--- config.mk ---
export PLATFORM = sky130hd
export DESIGN_NAME = uart_tx
export DESIGN_NICKNAME = d
export VERILOG_FILES = /design/src/rtl/uart_tx_pkg.sv /design/src/rtl/uart_bit_timer.sv /design/src/rtl/uart_tx.sv
export SDC_FILE = /design/constraint.sdc
export NUM_CORES = 1
export LEC_CHECK = 0
export CAP_MARGIN = 10
export CORE_ASPECT_RATIO = 0.8
export CORE_MARGIN = 2
export CORE_UTILIZATION = 60
export DETAILED_ROUTE_END_ITERATION = 7
export DONT_BUFFER_PORTS = 1
export MAX_ROUTING_LAYER = met4
export PLACE_DENSITY = 0.76
export SLEW_MARGIN = 20
export SYNTH_ARGS = -nofsm -noshare
export SYNTH_HDL_FRONTEND = slang
export SYNTH_SLANG_ARGS = --single-unit
--- constraint.sdc ---
create_clock -name clk -period 2.7 [get_ports clk]
set_input_delay 0.54 -clock clk [delete_from_list [all_inputs] [get_ports clk]]
set_output_delay 0.54 -clock clk [all_outputs]
set_load 0.01 [all_outputs]
--- src/rtl/uart_tx_pkg.sv ---
// Shared definitions for the UART transmitter: FSM state encodings and parity modes.
// State encodings match the receiver so both sides decode identically in debug views.
package uart_tx_pkg;

  typedef enum logic [2:0] {
    SmIdle   = 3'd0,
    SmStart  = 3'd1,
    SmData   = 3'd2,
    SmParity = 3'd3,
    SmStop   = 3'd4
  } uart_state_e;

  localparam bit ParityEven = 1'b0;
  localparam bit ParityOdd  = 1'b1;

  // Wide enough to count up to 9 data bits.
  localparam int unsigned BitCntW = 4;

endpackage

--- src/rtl/uart_bit_timer.sv ---
// Bit-time counter: counts 0..CLK_PER_BIT-1 and ticks on the terminal count.
// Held at zero while clr_i is high.
module uart_bit_timer #(
  parameter int unsigned CLK_PER_BIT = 8
) (
  input  logic clk_i,
  input  logic rst_i,
  input  logic clr_i,
  output logic tick_o
);

  localparam int unsigned CntW = $clog2(CLK_PER_BIT) + 1;
  localparam logic [CntW-1:0] Terminal = CntW'(CLK_PER_BIT - 1);

  logic [CntW-1:0] cnt_q, cnt_d;

  always_comb begin
    tick_o = !clr_i && (cnt_q == Terminal);
    cnt_d  = (clr_i || tick_o) ? '0 : cnt_q + CntW'(1);
  end

  always_ff @(posedge clk_i or posedge rst_i) begin
    if (rst_i) begin
      cnt_q <= '0;
    end else begin
      cnt_q <= cnt_d;
    end
  end

endmodule

--- src/rtl/uart_tx.sv ---
// UART transmitter: one-deep holding register behind a valid/ready handshake, shift
// register and framing FSM driving a registered serial line.
module uart_tx
  import uart_tx_pkg::*;
#(
  parameter int unsigned DATA_BIT_COUNT   = 8,
  parameter int unsigned PARITY_BIT_COUNT = 0,
  parameter int unsigned PARITY_ODD       = 0,
  parameter int unsigned STOP_BIT_COUNT   = 1,
  parameter int unsigned CLK_PER_BIT      = 8
) (
  input  logic                      clk,
  input  logic                      rst,
  input  logic [DATA_BIT_COUNT-1:0] data_in,
  input  logic                      valid,
  output logic                      ready,
  output logic                      serial,
  output logic                      busy,
  output logic                      done
);

  localparam logic [BitCntW-1:0] LastData = BitCntW'(DATA_BIT_COUNT - 1);
  localparam logic [BitCntW-1:0] LastStop = BitCntW'(STOP_BIT_COUNT - 1);
  localparam bit                 OddPar   = (PARITY_ODD != 0) ? ParityOdd : ParityEven;

  uart_state_e               state_q, state_d;
  logic [DATA_BIT_COUNT-1:0] hold_q, hold_d;
  logic                      hold_par_q, hold_par_d;
  logic                      hold_full_q, hold_full_d;
  logic [DATA_BIT_COUNT-1:0] shift_q, shift_d;
  logic                      par_q, par_d;
  logic [BitCntW-1:0]        bit_cnt_q, bit_cnt_d;
  logic                      serial_q, serial_d;
  logic                      tick;
  logic                      accept;
  logic                      load;

  assign accept = valid && !hold_full_q;

  uart_bit_timer #(
    .CLK_PER_BIT(CLK_PER_BIT)
  ) u_bit_timer (
    .clk_i (clk),
    .rst_i (rst),
    .clr_i (state_q == SmIdle),
    .tick_o(tick)
  );

  always_ff @(posedge clk or posedge rst) begin
    if (rst) begin
      state_q     <= SmIdle;
      hold_q      <= '0;
      hold_par_q  <= 1'b0;
      hold_full_q <= 1'b0;
      shift_q     <= '0;
      par_q       <= 1'b0;
      bit_cnt_q   <= '0;
      serial_q    <= 1'b1;
    end else begin
      state_q     <= state_d;
      hold_q      <= hold_d;
      hold_par_q  <= hold_par_d;
      hold_full_q <= hold_full_d;
      shift_q     <= shift_d;
      par_q       <= par_d;
      bit_cnt_q   <= bit_cnt_d;
      serial_q    <= serial_d;
    end
  end

  always_comb begin
    state_d     = state_q;
    hold_d      = hold_q;
    hold_par_d  = hold_par_q;
    hold_full_d = hold_full_q;
    shift_d     = shift_q;
    par_d       = par_q;
    bit_cnt_d   = bit_cnt_q;
    load        = 1'b0;

    unique case (state_q)
      SmIdle: begin
        if (hold_full_q) load = 1'b1;
      end
      SmStart: begin
        if (tick) begin
          state_d   = SmData;
          bit_cnt_d = '0;
        end
      end
      SmData: begin
        if (tick) begin
          shift_d = shift_q >> 1;
          if (bit_cnt_q == LastData) begin
            bit_cnt_d = '0;
            state_d   = (PARITY_BIT_COUNT != 0) ? SmParity : SmStop;
          end else begin
            bit_cnt_d = bit_cnt_q + BitCntW'(1);
          end
        end
      end
      SmParity: begin
        if (tick) begin
          state_d   = SmStop;
          bit_cnt_d = '0;
        end
      end
      SmStop: begin
        if (tick) begin
          if (bit_cnt_q == LastStop) begin
            bit_cnt_d = '0;
            // Holding is sampled before this cycle's accept, so a same-cycle word waits.
            if (hold_full_q) load = 1'b1;
            else             state_d = SmIdle;
          end else begin
            bit_cnt_d = bit_cnt_q + BitCntW'(1);
          end
        end
      end
      default: state_d = SmIdle;
    endcase

    if (load) begin
      state_d     = SmStart;
      shift_d     = hold_q;
      par_d       = hold_par_q;
      hold_full_d = 1'b0;
      bit_cnt_d   = '0;
    end

    if (accept) begin
      hold_d      = data_in;
      hold_par_d  = (^data_in) ^ OddPar;
      hold_full_d = 1'b1;
    end
  end

  // Line value is computed from the next state so serial is a plain flop output.
  always_comb begin
    serial_d = 1'b1;
    unique case (state_d)
      SmStart:  serial_d = 1'b0;
      SmData:   serial_d = shift_d[0];
      SmParity: serial_d = par_d;
      default:  serial_d = 1'b1;
    endcase
    done   = (state_q == SmStop) && tick && (bit_cnt_q == LastStop);
    busy   = (state_q != SmIdle);
    ready  = !hold_full_q;
    serial = serial_q;
  end

endmodule

After elaboration in Yosys (flattened, before gate mapping)
Cells that the tools add are included.
{"block": "classes", "n_addsub": 2, "n_mul": 0, "div_mod_pow": 0, "order_cmp": 0, "eq_ne": 12, "shift": 0, "muxes": 28, "n_bitwise": 0, "n_reduce_logical": 18}
{"operator": "4-bit 2-to-1 mux", "count": 7}
{"operator": "3-bit 2-to-1 mux", "count": 8}
{"operator": "8-bit 2-to-1 mux", "count": 3}
{"operator": "3-bit case mux with 5 select lines", "count": 1}
{"operator": "3-bit by 2-bit equality test with 1-bit output, second input constant", "count": 4}
{"operator": "4-bit case mux with 3 select lines", "count": 1}
{"operator": "4-bit by 1-bit adder with 4-bit output, second input constant", "count": 2}
{"operator": "4-bit by 3-bit equality test with 1-bit output, second input constant", "count": 2}
{"operator": "8-bit XOR reduction", "count": 1}
{"operator": "3-bit by 1-bit equality test with 1-bit output, second input constant", "count": 2}
{"operator": "1-bit 2-to-1 mux", "count": 6}
{"operator": "3-bit != test, second input constant", "count": 2}
{"operator": "2-bit nonzero test", "count": 3}
{"operator": "1-bit logical AND", "count": 4}
{"operator": "4-bit logical NOT", "count": 1}
{"operator": "4-bit AND reduction", "count": 1}
{"operator": "4-bit nonzero test", "count": 1}
{"operator": "3-bit equality test, second input constant", "count": 1}
{"operator": "3-bit logical NOT", "count": 1}
{"operator": "3-bit by 1-bit != test with 1-bit output, second input constant", "count": 1}
{"operator": "1-bit case mux with 3 select lines", "count": 1}
{"operator": "3-bit nonzero test", "count": 1}
{"operator": "1-bit logical NOT", "count": 2}
{"operator": "1-bit case mux with 2 select lines", "count": 1}
{"operator": "other kinds (3)", "count": 3}
{"block": "word_totals", "register_bits": 31, "latch_bits": 0, "mem_bits_rw": 0, "romBits": 0, "inputBits": 11, "mem_count": 0}

Longest topological paths before layout
{"block": "depth", "depth_word": 8, "ltp_mapped": 9, "depth_no_buf": 7}

By module
Synthesis repeated with hierarchy kept, for this count alone.
{"block": "unflattened", "cells_unflattened": 146, "hier_area_um2": 1599.0}
{"module": "uart_tx", "n_inst": 1, "cells_each": 130, "area_each_um2": 1398.8, "seq_area_each_um2": 676.9}
{"module": "uart_bit_timer", "n_inst": 1, "cells_each": 16, "area_each_um2": 200.2, "seq_area_each_um2": 100.1}

Worst setup path after synthesis
Ideal clock, no wire load.
{"block": "synth_timing", "path_type": "reg2reg", "startpoint": "reg bit_cnt_q[0]", "endpoint": "reg par_q", "setup_time_ns": 0.127, "arrival_ns": 1.837, "path_slack_ns": 0.736, "stages_incl_launch_ff": 9, "period_less_slack_ns": 1.964, "cell_sequence": "dfrtp_1 > inv_1 > ha_1 > or3b_1 > o21ai_1 > nor2b_2 > buf_6 > clkbuf_4 > mux2_1"}
{"block": "synth_via", "elab_chain_len": 5}
{"element": "start, declared", "line_no": "uart_tx.sv:32", "source": "logic [BitCntW-1:0] bit_cnt_q, bit_cnt_d;"}
{"element": "start signal, assigned", "line_no": "uart_tx.sv:66", "source": "bit_cnt_q <= bit_cnt_d;"}
{"element": "4-bit logical NOT", "line_no": "uart_tx.sv:110", "source": "if (bit_cnt_q == LastStop) begin"}
{"element": "1-bit 2-to-1 mux", "line_no": "uart_tx.sv:110"}
{"element": "1-bit 2-to-1 mux", "line_no": "uart_tx.sv:109", "source": "if (tick) begin"}
{"element": "1-bit case mux with 2 select lines", "line_no": "uart_tx.sv:81", "source": "unique case (state_q)"}
{"element": "1-bit 2-to-1 mux", "line_no": "uart_tx.sv:123", "source": "if (load) begin"}
{"element": "via par_d", "line_no": "uart_tx.sv:31", "source": "logic par_q, par_d;"}
{"element": "end signal, assigned", "line_no": "uart_tx.sv:65", "source": "par_q <= par_d;"}
{"element": "end, declared", "line_no": "uart_tx.sv:31"}
The timed path passes the listed nets, and every way through them passes these cells.
A chain may end at the register's enable or synchronous reset.

Final worst setup path
{"block": "layout_timing", "startpoint": "reg u_bit_timer.cnt_q[0]", "endpoint": "out done"}
{"block": "layout_via", "elab_chain_len": 4}
{"element": "start, declared", "line_no": "uart_bit_timer.sv:15", "source": "logic [CntW-1:0] cnt_q, cnt_d;"}
{"element": "start signal, assigned", "line_no": "uart_bit_timer.sv:26", "source": "cnt_q <= cnt_d;"}
{"element": "4-bit by 3-bit equality test with 1-bit output", "line_no": "uart_bit_timer.sv:18", "source": "tick_o = !clr_i && (cnt_q == Terminal);"}
{"element": "1-bit logical AND", "line_no": "uart_bit_timer.sv:18"}
{"element": "1-bit logical AND (2 in series)", "line_no": "uart_tx.sv:147", "source": "done = (state_q == SmStop) && tick && (bit_cnt_q == LastStop);"}
{"element": "end, declared", "line_no": "uart_tx.sv:19", "source": "output logic done"}
Every way passes these cells.

==> impl_results.md <==
* Met3 wire length at 134 um
* Final hold violations at 0
* Max_slew headroom at 50.9%
* Area contributors post-synth: dfrtp_1 (48%), mux2_2 (5.7%), xnor2_1 (4.5%)
* Final ANT Viol Nets at 0
* Setup repair after global routing missed its margin: false
* Port Buf Inserts at 0
* Routed WL at 2990 um
* Dpl cell area at 0.00158 mm^2
* Final Setup Violations at 0
* Status: finished clean
* Post-CTS setup buffer count at 0
* Post-route DRC at 0
* Worst-path cell chain: ha_1 > nand3b_1 > nor3_1
* Num CTS Buffers at 5
* CTS root buf: clkbuf_4
* CP Capture Type: output pin
* Static Leak at 0.736 nW
* Io pins at 15
* Hpwl dp at 2180 um
* Final Wtd Congestion at 0.961
* Crit-path slowest cell: nor3_1
* Nets at 161
* Die Footprint at 0.00305 mm^2
* Final Cell Area at 0.00163 mm^2
* Antenna violations before repair at 0
* Seq cells post-synth at 31
* Vias per cell at 5.85
* Critical path class: flip-flop to output pin
* Total GRT Usage at 24.6%
* Die Y at 49.8 um
* Die Wd at 61.2 um
* Syn_nets at 157
* Largest net degree at the start of global routing at 21
* First-pass GRT wire length at 5210 um
* Register area share after synthesis at 49.4%
* Setup TNS at 0 ns
* CTS tree: done
* Via count at 1,076
* Fin Hold WS at 0.208 ns
* Rows at 16
* Max VDD drop at 0.561 mV
* Final Max Slew Viols at 0
* Syn Area/Cell at 11.0 um^2
* Most instantiated cells after synthesis: dfrtp_1 (30), nand2_1 (11), nor2_1 (10)
* # fillers at 189
* PostCTS Resize Cnt at 0
* Routed met1 length at 1500 um
* R2r worst-path depth at 7
* Synth async-reset ratio at 100%
* Yosys top cell area share at 47.7%
* Maximum root-to-sink buffer count at 2
* Crit path launch type: flip-flop
* Yosys cell types at 43
* Tmin final at 2.29 ns
* Clock transition at path regs at 0.10 ns
* DRT Pass-1 Iters at 4
* EDFF count, synth at 0
* Total Power at 1.60 mW
* Post-Place Worst Slack at 0.493 ns
* Post-CTS Hold Fix Bufs at 0
* Layout cells sized above 1 at 18.2%
* Mapped cell area at 0.00157 mm^2
* Syn Inst Count at 143
* H-tree levels at 2
* Final Skew at 0.00803 ns
* DR top layer: met4
* Highest clock rate at 436 MHz
* Initial Utilization at 63.9%
* Worst Hold Class: input port to async pin
* Clock sink count at 31
* Synth Flop Type: dfrtp_1
* Worst stage delay on the critical path at 0.46 ns
* PwrDens at 981 mW/mm^2
* Count leader, synth: dfrtp_1
* Clk Latency, worst-skew pair at 0.33 ns
* MaxCap Viol Count at 0
* Layout area overhead at 3.74%
* PnR worst setup slack at 0.408 ns
* Fin crit share at 84.9%
* Antenna Cells at 0
* Initial DRC count at 43
* FF-to-FF setup slack at 0.45 ns
* Total gr overflow at 0
* WL per Instance at 16.3 um
* WL met2 at 1330 um
* Critical path fanouts, max at 11
* Vias in the first global route at 1,113
* Ys Warns at 0
* Post-synth top area cell: dfrtp_1
* Worst-Margin Slew at 0.735 ns
* Required time worst endpoint at 2.16 ns
* Core Area at 0.00246 mm^2
* Critical path arrival at 1.75 ns
worst max-delay path, delay by kind of cell, from the launching register on:
family,cells,cell delay (ns)
and+or+nand+nor,2,0.82
DFF,1,0.38
adders and majority gates,1,0.22
per-stage QoR:
step | util, % | instances
final | 66.3 | 184
after global routing | 66.3 | 184
after CTS | 66.3 | 184
after detailed placement | 64.2 | 176
after global placement | 64.2 | 176
after floorplan | - | 143
flip-flops by register name (all words and copies together) (netlist names):
register	count
hold_q	8
shift_q	8
bit_cnt_q	4
u_bit_timer.cnt_q	4
state_q	3
hold_full_q	1
hold_par_q	1
par_q	1
serial	1
where the power goes:
group	leakage, nW	internal [mW]	switching [mW]	total (mW)
Combinational	0.326	0.261	0.267	0.527
Clock	0.0293	0.101	0.159	0.260
Sequential	0.381	0.660	0.153	0.813
area by class of cell:
cell class / count / area, um^2 / area share (%)
repair buffers: 3 / 22.5 / 1.38
clock inverters: 1 / 5.00 / 0.307
flip-flops and latches: 31 / 777 / 47.6
multi-input cells: 99 / 711 / 43.6
well taps: 36 / 45.0 / 2.76
clock buffers: 7 / 45.0 / 2.76
inverters: 7 / 26.3 / 1.61
cell usage in the layout (no fill, tap or decap), types with 2 or more instances in the layout:
cell      instances
o211ai_1          2
o21ai_0           2
mux2i_1           2
a22o_1            6
clkbuf_4          5
a21oi_1           5
o21ai_1           2
buf_4             3
or3_1             2
a211o_2           2
nand2_1          11
nand3b_1          3
nor2_1           10
clkbuf_1          2
xnor2_1           8
inv_1             7
a21o_1            7
dfrtp_1          30
nand2b_1          3
ha_1              3
mux2_2            8
nand3_1           4
cells by family (layout without fill, tap and decap cells):
logic type               after synthesis  in the layout  synth area share [%]
XOR/XNOR                               9              9                  5.01
adder cells (fa/ha/maj)                3              3                  2.39
flip-flops                            31             31                  49.4
AND/OR/NAND/NOR                       43             43                  14.6
buffers and inverters                 13             18                  5.41
AO/OA/AOI/OAI                         33             33                  15.4
multiplexers                          11             11                  7.72
routing by layer:
layer	global-route usage, %	up-vias
met5	-	-
met4	9.06	0
met3	7.61	4
met2	32.6	24
met1	35.2	543
li1	-	505
path summary, 6_finish.rpt:
| kind | start | end |
|---|---|---|
| min in group clk | data_in[0] | hold_q[0] |
| setup / recovery | u_bit_timer.cnt_q[0] | done |
| hold reg to reg | u_bit_timer.cnt_q[0] | u_bit_timer.cnt_q[0] |
| setup reg to reg | u_bit_timer.cnt_q[0] | shift_q[3] |
| max in group asynchronous | rst | hold_q[2] |
| hold / removal | rst | shift_q[2] |
(Power assumes the default switching activity.)
